<file path="src/rtl/seq_shift_add_mult_pkg.sv">
// Shared constants for the sequential shift-and-add multiplier.
// The operand width is a module parameter, so the step counter is sized
// for the largest legal width and the legality check lives here.
package seq_shift_add_mult_pkg;

    // Legal operand widths.
    localparam int WIDTH_MIN = 2;
    localparam int WIDTH_MAX = 16;

    // The step counter only has to reach WIDTH_MAX-1.
    localparam int CNT_W = $clog2(WIDTH_MAX);

    // FSM encodings.
    localparam logic ST_IDLE = 1'b0;
    localparam logic ST_RUN  = 1'b1;

    // Returns 1 when the requested operand width is supported.
    function automatic bit width_ok(input int width);
        return (width >= WIDTH_MIN) && (width <= WIDTH_MAX);
    endfunction

endpackage : seq_shift_add_mult_pkg

</file>
<file path="src/rtl/seq_shift_add_mult_step.sv">
// One shift-and-add iteration: conditionally add the multiplicand into the
// upper half of the accumulator, then shift the whole accumulator right by
// one with the adder carry entering the MSB. Purely combinational so that
// other benches can use it as a golden single step.
module seq_shift_add_mult_step #(
    parameter int WIDTH = 4
) (
    input  logic [2*WIDTH-1:0] acc,
    input  logic [WIDTH-1:0]   mcand,
    output logic [2*WIDTH-1:0] acc_next
);

    logic [WIDTH:0]   sum;
    logic [WIDTH-1:0] addend;

    // Add the multiplicand only when the current multiplier bit is set.
    // The sum is one bit wider than the operands; that carry becomes the
    // new MSB after the shift.
    always_comb begin
        addend   = acc[0] ? mcand : '0;
        sum      = {1'b0, acc[2*WIDTH-1:WIDTH]} + {1'b0, addend};
        acc_next = {sum, acc[WIDTH-1:1]};
    end

endmodule : seq_shift_add_mult_step

</file>
<file path="src/rtl/seq_shift_add_mult.sv">
// Sequential unsigned shift-and-add multiplier, one multiplier bit per clock.
// Fixed latency of WIDTH cycles from the accepting edge; no early exit.
//
// state | meaning
// IDLE  | waiting for start; product holds the last result
// RUN   | iterating, one multiplier bit consumed per clock
module seq_shift_add_mult
    import seq_shift_add_mult_pkg::*;
#(
    parameter int WIDTH = 4
) (
    input  logic                 clk,
    input  logic                 rst_n,
    input  logic                 start,
    input  logic [WIDTH-1:0]     data_a,
    input  logic [WIDTH-1:0]     data_b,
    output logic                 busy,
    output logic                 done,
    output logic [2*WIDTH-1:0]   product
);

    generate
        if (!width_ok(WIDTH)) begin : g_bad_width
            $error("seq_shift_add_mult: WIDTH=%0d outside %0d..%0d",
                   WIDTH, WIDTH_MIN, WIDTH_MAX);
        end
    endgenerate

    localparam logic [CNT_W-1:0] LAST_STEP = CNT_W'(WIDTH - 1);

    logic                 state;
    logic [WIDTH-1:0]     mcand;
    logic [2*WIDTH-1:0]   acc;
    logic [2*WIDTH-1:0]   acc_next;
    logic [CNT_W-1:0]     count;
    logic                 accept;
    logic                 last_step;

    seq_shift_add_mult_step #(
        .WIDTH (WIDTH)
    ) u_step (
        .acc      (acc),
        .mcand    (mcand),
        .acc_next (acc_next)
    );

    // Start is honoured only in IDLE; an X on start does not take the branch.
    always_comb begin
        accept    = 1'b0;
        last_step = 1'b0;
        if (state == ST_IDLE && start == 1'b1) begin
            accept = 1'b1;
        end
        if (state == ST_RUN && count == LAST_STEP) begin
            last_step = 1'b1;
        end
    end

    // FSM, operand capture and iteration counter.
    always_ff @(posedge clk or negedge rst_n) begin
        if (!rst_n) begin
            state <= ST_IDLE;
            mcand <= '0;
            acc   <= '0;
            count <= '0;
        end else begin
            case (state)
                ST_IDLE: begin
                    if (accept) begin
                        mcand <= data_a;
                        acc   <= {{WIDTH{1'b0}}, data_b};
                        count <= '0;
                        state <= ST_RUN;
                    end
                end
                ST_RUN: begin
                    acc   <= acc_next;
                    count <= count + 1'b1;
                    if (last_step) begin
                        state <= ST_IDLE;
                    end
                end
                default: begin
                    state <= ST_IDLE;
                end
            endcase
        end
    end

    // Status outputs: busy covers the WIDTH iteration cycles, done is a
    // single-cycle strobe after the final step.
    always_ff @(posedge clk or negedge rst_n) begin
        if (!rst_n) begin
            busy <= 1'b0;
            done <= 1'b0;
        end else begin
            done <= last_step;
            if (accept) begin
                busy <= 1'b1;
            end else if (last_step) begin
                busy <= 1'b0;
            end
        end
    end

    // The product register moves only on a completion; a new start leaves
    // the previous result visible until the next one lands.
    always_ff @(posedge clk or negedge rst_n) begin
        if (!rst_n) begin
            product <= '0;
        end else if (last_step) begin
            product <= acc_next;
        end
    end

endmodule : seq_shift_add_mult

</file>
<file path="config.mk">
export PLATFORM = sky130hd
export DESIGN_NAME = seq_shift_add_mult
export DESIGN_NICKNAME = d
export VERILOG_FILES = /design/src/rtl/seq_shift_add_mult_pkg.sv /design/src/rtl/seq_shift_add_mult_step.sv /design/src/rtl/seq_shift_add_mult.sv
export SDC_FILE = /design/constraint.sdc
export NUM_CORES = 1
export LEC_CHECK = 0
export BUFFER_PORTS_ARGS = -buffer_cell sky130_fd_sc_hd__buf_2
export CORE_MARGIN = 1.5
export CORE_UTILIZATION = 30
export CTS_CLUSTER_DIAMETER = 30
export CTS_CLUSTER_SIZE = 24
export DETAILED_ROUTE_END_ITERATION = 8
export HOLD_SLACK_MARGIN = 0.1
export PLACE_DENSITY = 0.47
export RECOVER_POWER = 100
export SYNTH_ARGS = -nofsm -noshare
export SYNTH_HDL_FRONTEND = slang
export SYNTH_SLANG_ARGS = --single-unit
</file>
<file path="constraint.sdc">
create_clock -name clk -period 1.8 [get_ports clk]
set_input_delay 0.36 -clock clk [delete_from_list [all_inputs] [get_ports clk]]
set_output_delay 0.36 -clock clk [all_outputs]
set_load 0.02 [all_outputs]
</file>
==> results of run 1 <==
==> per-layer routing <==
metal,vias up,share of wire,GRT usage
met2,14,0.50,0.199
met1,376,0.45,0.161
met5,-,0,0
met3,5,0.030,0.0200
li1,391,-,-
met4,0,0.020,0.0612
==> power by group <==
group / switching, mW / internal, mW / total, mW
Combinational: 0.543 / 0.447 / 0.990
Sequential: 0.203 / 0.883 / 1.09
Clock: 0.190 / 0.155 / 0.346
Total: 0.936 / 1.49 / 2.42
==> cells in the final DEF, fill, tap and decap left out, types with 2 or more instances in the layout <==
master and instances:
dfrtp_1 27, clkbuf_1 13, buf_2 9, nand2_1 8, inv_1 7, nor2_1 7, o21ai_0 7, mux2_2 6
mux2i_1 5, ha_1 5, xnor2_1 3, clkbuf_8 3, and2_1 2, a22o_1 2, nand3_1 2, a21o_1 2
a21oi_1 2, mux2_4 2, mux2_1 2
==> worst max-delay path, stage by stage (launching register included) <==
cell     delay (ns)
dfrtp_1        0.43
nand2_2        0.10
inv_1          0.05
ha_1           0.28
a21o_1         0.18
a21oi_1        0.16
xnor2_1        0.11
mux2_4         0.26
==> cells in the mapped netlist, types with 2 or more instances <==
master / count / share of area
a21o_1: 2 / 0.012
a21oi_1: 2 / 0.0080
a22o_1: 2 / 0.014
and2_1: 3 / 0.015
buf_4: 2 / 0.012
dfrtp_1: 27 / 0.54
ha_1: 5 / 0.050
inv_1: 7 / 0.021
mux2_2: 6 / 0.054
mux2_4: 4 / 0.048
mux2i_1: 5 / 0.040
nand2_1: 8 / 0.024
nand3_1: 2 / 0.0080
nor2_1: 6 / 0.018
o21ai_0: 8 / 0.032
xnor2_1: 3 / 0.021
==> what timing repair did <==
action	CTS	global route
gates resized for setup	0	3
endpoints found under the setup margin	0	3
hold endpoints to repair	0	0
==> final cells by class <==
cell class	count	area [um2]
sequential	27	676
tap	50	62.6
multi-input combinational	65	509
fill	416	2580
timing repair buffer	23	98.8
clock inverter	1	5.00
clock buffer	3	41.3
inverter	7	26.3
==> metrics by stage <==
stage	worst slack, ns	util
6_report	0.122	0.355
5_1_grt	0.00819	0.355
4_1_cts	0.0681	0.363
3_5_place_dp	0.122	0.351
3_3_place_gp	0.133	0.351
2_1_floorplan	0.230	-
==> how the worst max path moves through the flow <==
stage	slack (ns)	from	end
floorplan	0.23	acc[0]$_DFFE_PN0P_	product[5]$_DFFE_PN0P_
global placement	0.13	acc[0]$_DFFE_PN0P_	product[6]$_DFFE_PN0P_
global route	0.008	acc[0]$_DFFE_PN0P_	product[6]$_DFFE_PN0P_
detailed placement	0.12	acc[0]$_DFFE_PN0P_	product[6]$_DFFE_PN0P_
finish	0.12	acc[0]$_DFFE_PN0P_	product[6]$_DFFE_PN0P_
CTS	0.07	acc[0]$_DFFE_PN0P_	product[6]$_DFFE_PN0P_
==> logic make-up (layout without fill, tap and decap cells) <==
logic type,after synthesis,after routing
adder cells (fa/ha/maj),6,6
flip-flops,27,27
buffers and inverters,11,34
AO/OA/AOI/OAI,17,17
multiplexers,15,15
AND/OR/NAND/NOR,23,23
XOR/XNOR,4,4
==> state kept, by name, indices dropped and copies added (netlist names) <==
| name | cells |
|---|---|
| count | 4 |
| product | 8 |
| mcand | 4 |
| acc | 8 |
| state | 1 |
| busy | 1 |
| done | 1 |
==> results.sh, run 1 <==
export IMPL_grt_first_pass_wirelength_um=4060
export IMPL_netlist_instances=103
export IMPL_hp_start="data_a[3]"
export IMPL_power_mw=2.42
export IMPL_synthFlopType="dfrtp_1"
export IMPL_final_area_um2=1420
export IMPL_syn_avg_cell_area_um2=12.1
export IMPL_drt_iter0_drc=23
export IMPL_timing_rr_start="acc[0]$_DFFE_PN0P_"
export IMPL_critPathLaunchType="register"
export IMPL_cts_path_max_buffers=2
export IMPL_ys_seq_elements=27
export IMPL_synth_edf_count=0
export IMPL_routabilityCongestion=0.697
export IMPL_ir_drop_uv=457
export IMPL_synth_async_reset_ratio=1.00
export IMPL_core_um2=4000
export IMPL_synth_compound_gate_area_share=0.0842
export IMPL_io_pins=21
export IMPL_dpl_cell_area_um2=1400
export IMPL_num_rows=23
export IMPL_drtAntennaViolNets=0
export IMPL_cts_tree="done"
export IMPL_detail_route_first_pass_iterations=4
export IMPL_cts_num_sinks=27
export IMPL_min_to="mcand[3]$_DFFE_PN0P_"
export IMPL_die_h_um=67.5
export IMPL_hold_path_class="primary input to register"
export IMPL_drcViolationCount=0
export IMPL_worstMarginPinSlew_ns=1.44
export IMPL_status="finished, final reports clean"
export IMPL_grt_overflow=0
export IMPL_synth_fa_ha_area_frac=0.0661
export IMPL_setup_viol=0
export IMPL_power_density_nw_per_um2=1710
export IMPL_wl_per_cell_um=13.3
export IMPL_synthMuxAreaShare=0.142
export IMPL_critPathKind="register to register"
export IMPL_max_slew_margin=0.0408
export IMPL_cts_buffers=3
export IMPL_antenna_found_initial=0
export IMPL_grt_use_total=0.124
export IMPL_cts_root_buf="clkbuf_8"
export IMPL_crit_required_ns=1.97
export IMPL_ys_seq_area_frac=0.541
export IMPL_cap_violations=0
export IMPL_reg2reg_depth=7
export IMPL_syn_num_nets=120
export IMPL_clkLatencyLatePin_ns=0.27
export IMPL_dp_final_hpwl_um=1740
export IMPL_r2r_slack_ns=0.12
export IMPL_synthSimpleGateAreaFrac=0.0932
export IMPL_fin_tns_setup_ns=0
export IMPL_num_vias=786
export IMPL_portBuffers=20
export IMPL_grt_pass1_vias=837
export IMPL_worstPathMaxFanout=5
export IMPL_drive_gt1_frac=0.206
export IMPL_layout_nets=144
export IMPL_fin_crit_sh=0.932
export IMPL_path_clk_slew_ns=0.09
export IMPL_synth_area_um2=1250
export IMPL_stdcell_count=176
export IMPL_dieArea_um2=4560
export IMPL_rsz0062_at_grt="false"
export IMPL_die_w_um=67.5
export IMPL_synth_xor_area_share=0.0281
export IMPL_placed_cells=172
export IMPL_critPathCaptureType="register"
export IMPL_ys_warn_count=0
export IMPL_grt_max_degree=28
export IMPL_finalHoldViolations=0
export IMPL_start_util=0.312
export IMPL_antenna_cells=0
export IMPL_finalCriticalPeriod_ns=1.68
export IMPL_hold_buffers=0
export IMPL_fmax_mhz=596
export IMPL_holdWs_ns=0.310
export IMPL_synth_top_family_by_area="multiplexers"
export IMPL_fin_worst_skew_ns=0.00336
export IMPL_htree_levels=1
export IMPL_drt_total_wl_um=2350
export IMPL_hold_depth=2
export IMPL_ys_types=27
export IMPL_power_leakage_nw=0.672
export IMPL_vias_per_cell=4.47
export IMPL_areaGrowthSynthToFinish_pct=13.6
export IMPL_post_cts_setup_buffers=0
export IMPL_cp_arrival_ns=1.85
export IMPL_drv_slew=0
export IMPL_r2r_end="product[6]$_DFFE_PN0P_"
(Power assumes the default switching activity.)
==> run 2: changes to the inputs <==
Settings changed: CORE_MARGIN 1.5 to unset, CORE_UTILIZATION 30 to 54, PLACE_DENSITY 0.47 to 0.76.
==> run 2 against run 1 <==
Maximum frequency is 2.9% lower. Clock power is 28% lower. Sequential cell count stayed put. Setup slack worse by 0.051 ns. Hold slack worse by 0.042 ns. Critical path depth is 1 higher. Critical path type unchanged.
==> results.sh, run 2 (synthesized netlist as in run 1, its figures left out) <==
export IMPL_drtAntennaViolNets=0
export IMPL_num_rows=17
export IMPL_core_um2=2190
export IMPL_layout_nets=145
export IMPL_critPathLaunchType="register"
export IMPL_timing_rr_start="acc[0]$_DFFE_PN0P_"
export IMPL_ir_drop_uv=937
export IMPL_setup_viol=0
export IMPL_crit_required_ns=2.02
export IMPL_die_h_um=50.1
export IMPL_cts_tree="done"
export IMPL_path_clk_slew_ns=0.13
export IMPL_drcViolationCount=0
export IMPL_reg_top3="acc: 8 flops, product: 8 flops"
export IMPL_grt_pass1_vias=855
export IMPL_worstMarginPinSlew_ns=0.643
export IMPL_multi_input_area_um2=505
export IMPL_cts_buffers=3
export IMPL_portBuffers=20
export IMPL_crit_path_start="acc[0]$_DFFE_PN0P_"
export IMPL_fin_worst_skew_ns=0.00354
export IMPL_power_leakage_nw=0.676
export IMPL_max_stage_delay_ns=0.44
export IMPL_holdWs_ns=0.269
export IMPL_fillCellCount=179
export IMPL_grt_overflow=0
export IMPL_start_util=0.570
export IMPL_htree_levels=1
export IMPL_max_slew_margin=0.571
export IMPL_regArea_um2=676
export IMPL_status="finished, final reports clean"
export IMPL_antenna_cells=0
export IMPL_grt_first_pass_wirelength_um=3740
export IMPL_routabilityCongestion=0.815
export IMPL_critPathBufInv=1
export IMPL_grt_max_degree=28
export IMPL_critPathKind="register to register"
export IMPL_worstPathMaxFanout=5
export IMPL_wl_per_cell_um=13.8
export IMPL_mostFrequentLayoutCell="dfrtp_1"
export IMPL_clkLatencyLatePin_ns=0.31
export IMPL_drt_iter0_drc=9
export IMPL_rsz0062_at_grt="true"
export IMPL_critPathCaptureType="register"
export IMPL_power_density_nw_per_um2=1690
export IMPL_power_mw=2.33
export IMPL_crit_chain="and2_1, ha_1, inv_1, fa_2, nor2b_1, o21ai_0, a21oi_1, a21o_1"
export IMPL_cts_num_sinks=27
export IMPL_fmax_mhz=579
export IMPL_detail_route_first_pass_iterations=4
export IMPL_cp_arrival_ns=1.95
export IMPL_grt_use_total=0.202
export IMPL_drt_total_wl_um=2140
export IMPL_io_pins=21
export IMPL_cts_path_max_buffers=2
export IMPL_hold_path_class="primary input to register"
export IMPL_fin_crit_sh=0.960
export IMPL_finalCriticalPeriod_ns=1.73
export IMPL_crit_path_top_delay_cell="dfrtp_1"
export IMPL_num_vias=795
export IMPL_cap_violations=0
export IMPL_post_cts_setup_buffers=0
export IMPL_final_cell_mix="27 x dfrtp_1, 12 x clkbuf_1, 9 x buf_2"
export IMPL_areaGrowthSynthToFinish_pct=10.9
export IMPL_dieArea_um2=2510
export IMPL_drive_gt1_frac=0.220
export IMPL_fin_tns_setup_ns=0
export IMPL_vias_per_cell=5.13
export IMPL_cts_root_buf="clkbuf_4"
export IMPL_crit_family="compound AO/OA/AOI/OAI gates"
export IMPL_die_w_um=50.1
export IMPL_finalHoldViolations=0
export IMPL_drv_slew=0
export IMPL_dp_final_hpwl_um=1620
export IMPL_antenna_found_initial=0
export IMPL_hp_start="data_a[0]"
==> run 2: cell count changes in the layout (fill, tap and decap cells not counted), sizes merged <==
cell and delta:
buf +2, clkbuf -1, clkinv -1, dlygate4sd3 +1
==> run 2: timing repair <==
| item | CTS | global route |
|---|---|---|
| hold buffers | 1 | 0 |
| endpoints found under the hold margin | 27 | 0 |
| resized for setup | 0 | 1 |
| setup endpoints to repair | 0 | 4 |
==> run 2: worst paths after layout <==
kind | depth (start not counted) | slack [ns] | end
max in group asynchronous | 2 | 0.81 | product[6]$_DFFE_PN0P_
min in group asynchronous | 2 | 0.58 | done$_DFF_PN0_
min reg2reg | 1 | 0.51 | acc[7]$_DFFE_PN0P_
min | 2 | 0.27 | mcand[0]$_DFFE_PN0P_
max | 8 | 0.07 | acc[7]$_DFFE_PN0P_
max reg2reg | 8 | 0.07 | acc[7]$_DFFE_PN0P_
==> run 2: metrics by stage <==
step / area, um2 / worst slack, ns / util / std cells
final: 1390 / 0.0715 / 0.632 / 155
after global routing: 1390 / -0.0333 / 0.632 / 155
after CTS: 1410 / 0.0224 / 0.645 / 155
after detailed placement: 1380 / 0.0682 / 0.628 / 150
after global placement: 1380 / 0.152 / 0.628 / 150
after floorplan: 1250 / 0.230 / - / 103
==> run 2: power by group <==
part	switching (mW)	internal, mW
clock	0.164	0.0866
sequential	0.186	0.881
combinational	0.538	0.479
total	0.888	1.45
==> run 2: worst reg2reg max path, delay by kind of cell, from the launching register on <==
family / cells / cell delay (ns)
AO/OA/AOI/OAI: 3 / 0.51
flip-flops: 1 / 0.44
adder cells (fa/ha/maj): 2 / 0.41
AND/OR/NAND/NOR: 2 / 0.21
buffers and inverters: 1 / 0.08
==> run 2: layout make-up <==
class,instances,share of cell area
clock buffers,4,0.0190
well taps,28,0.0253
inverters,7,0.0190
flip-flops and latches,27,0.488
multi-input cells,65,0.365
repair buffers,24,0.0840
==> run 2: metal layers <==
| metal | GRT usage | share of wire | vias up |
|---|---|---|---|
| li1 | - | - | 395 |
| met1 | 0.276 | 0.47 | 386 |
| met2 | 0.327 | 0.49 | 10 |
| met3 | 0.0370 | 0.020 | 4 |
| met4 | 0.0571 | 0.013 | 0 |
| met5 | 0 | 0 | - |
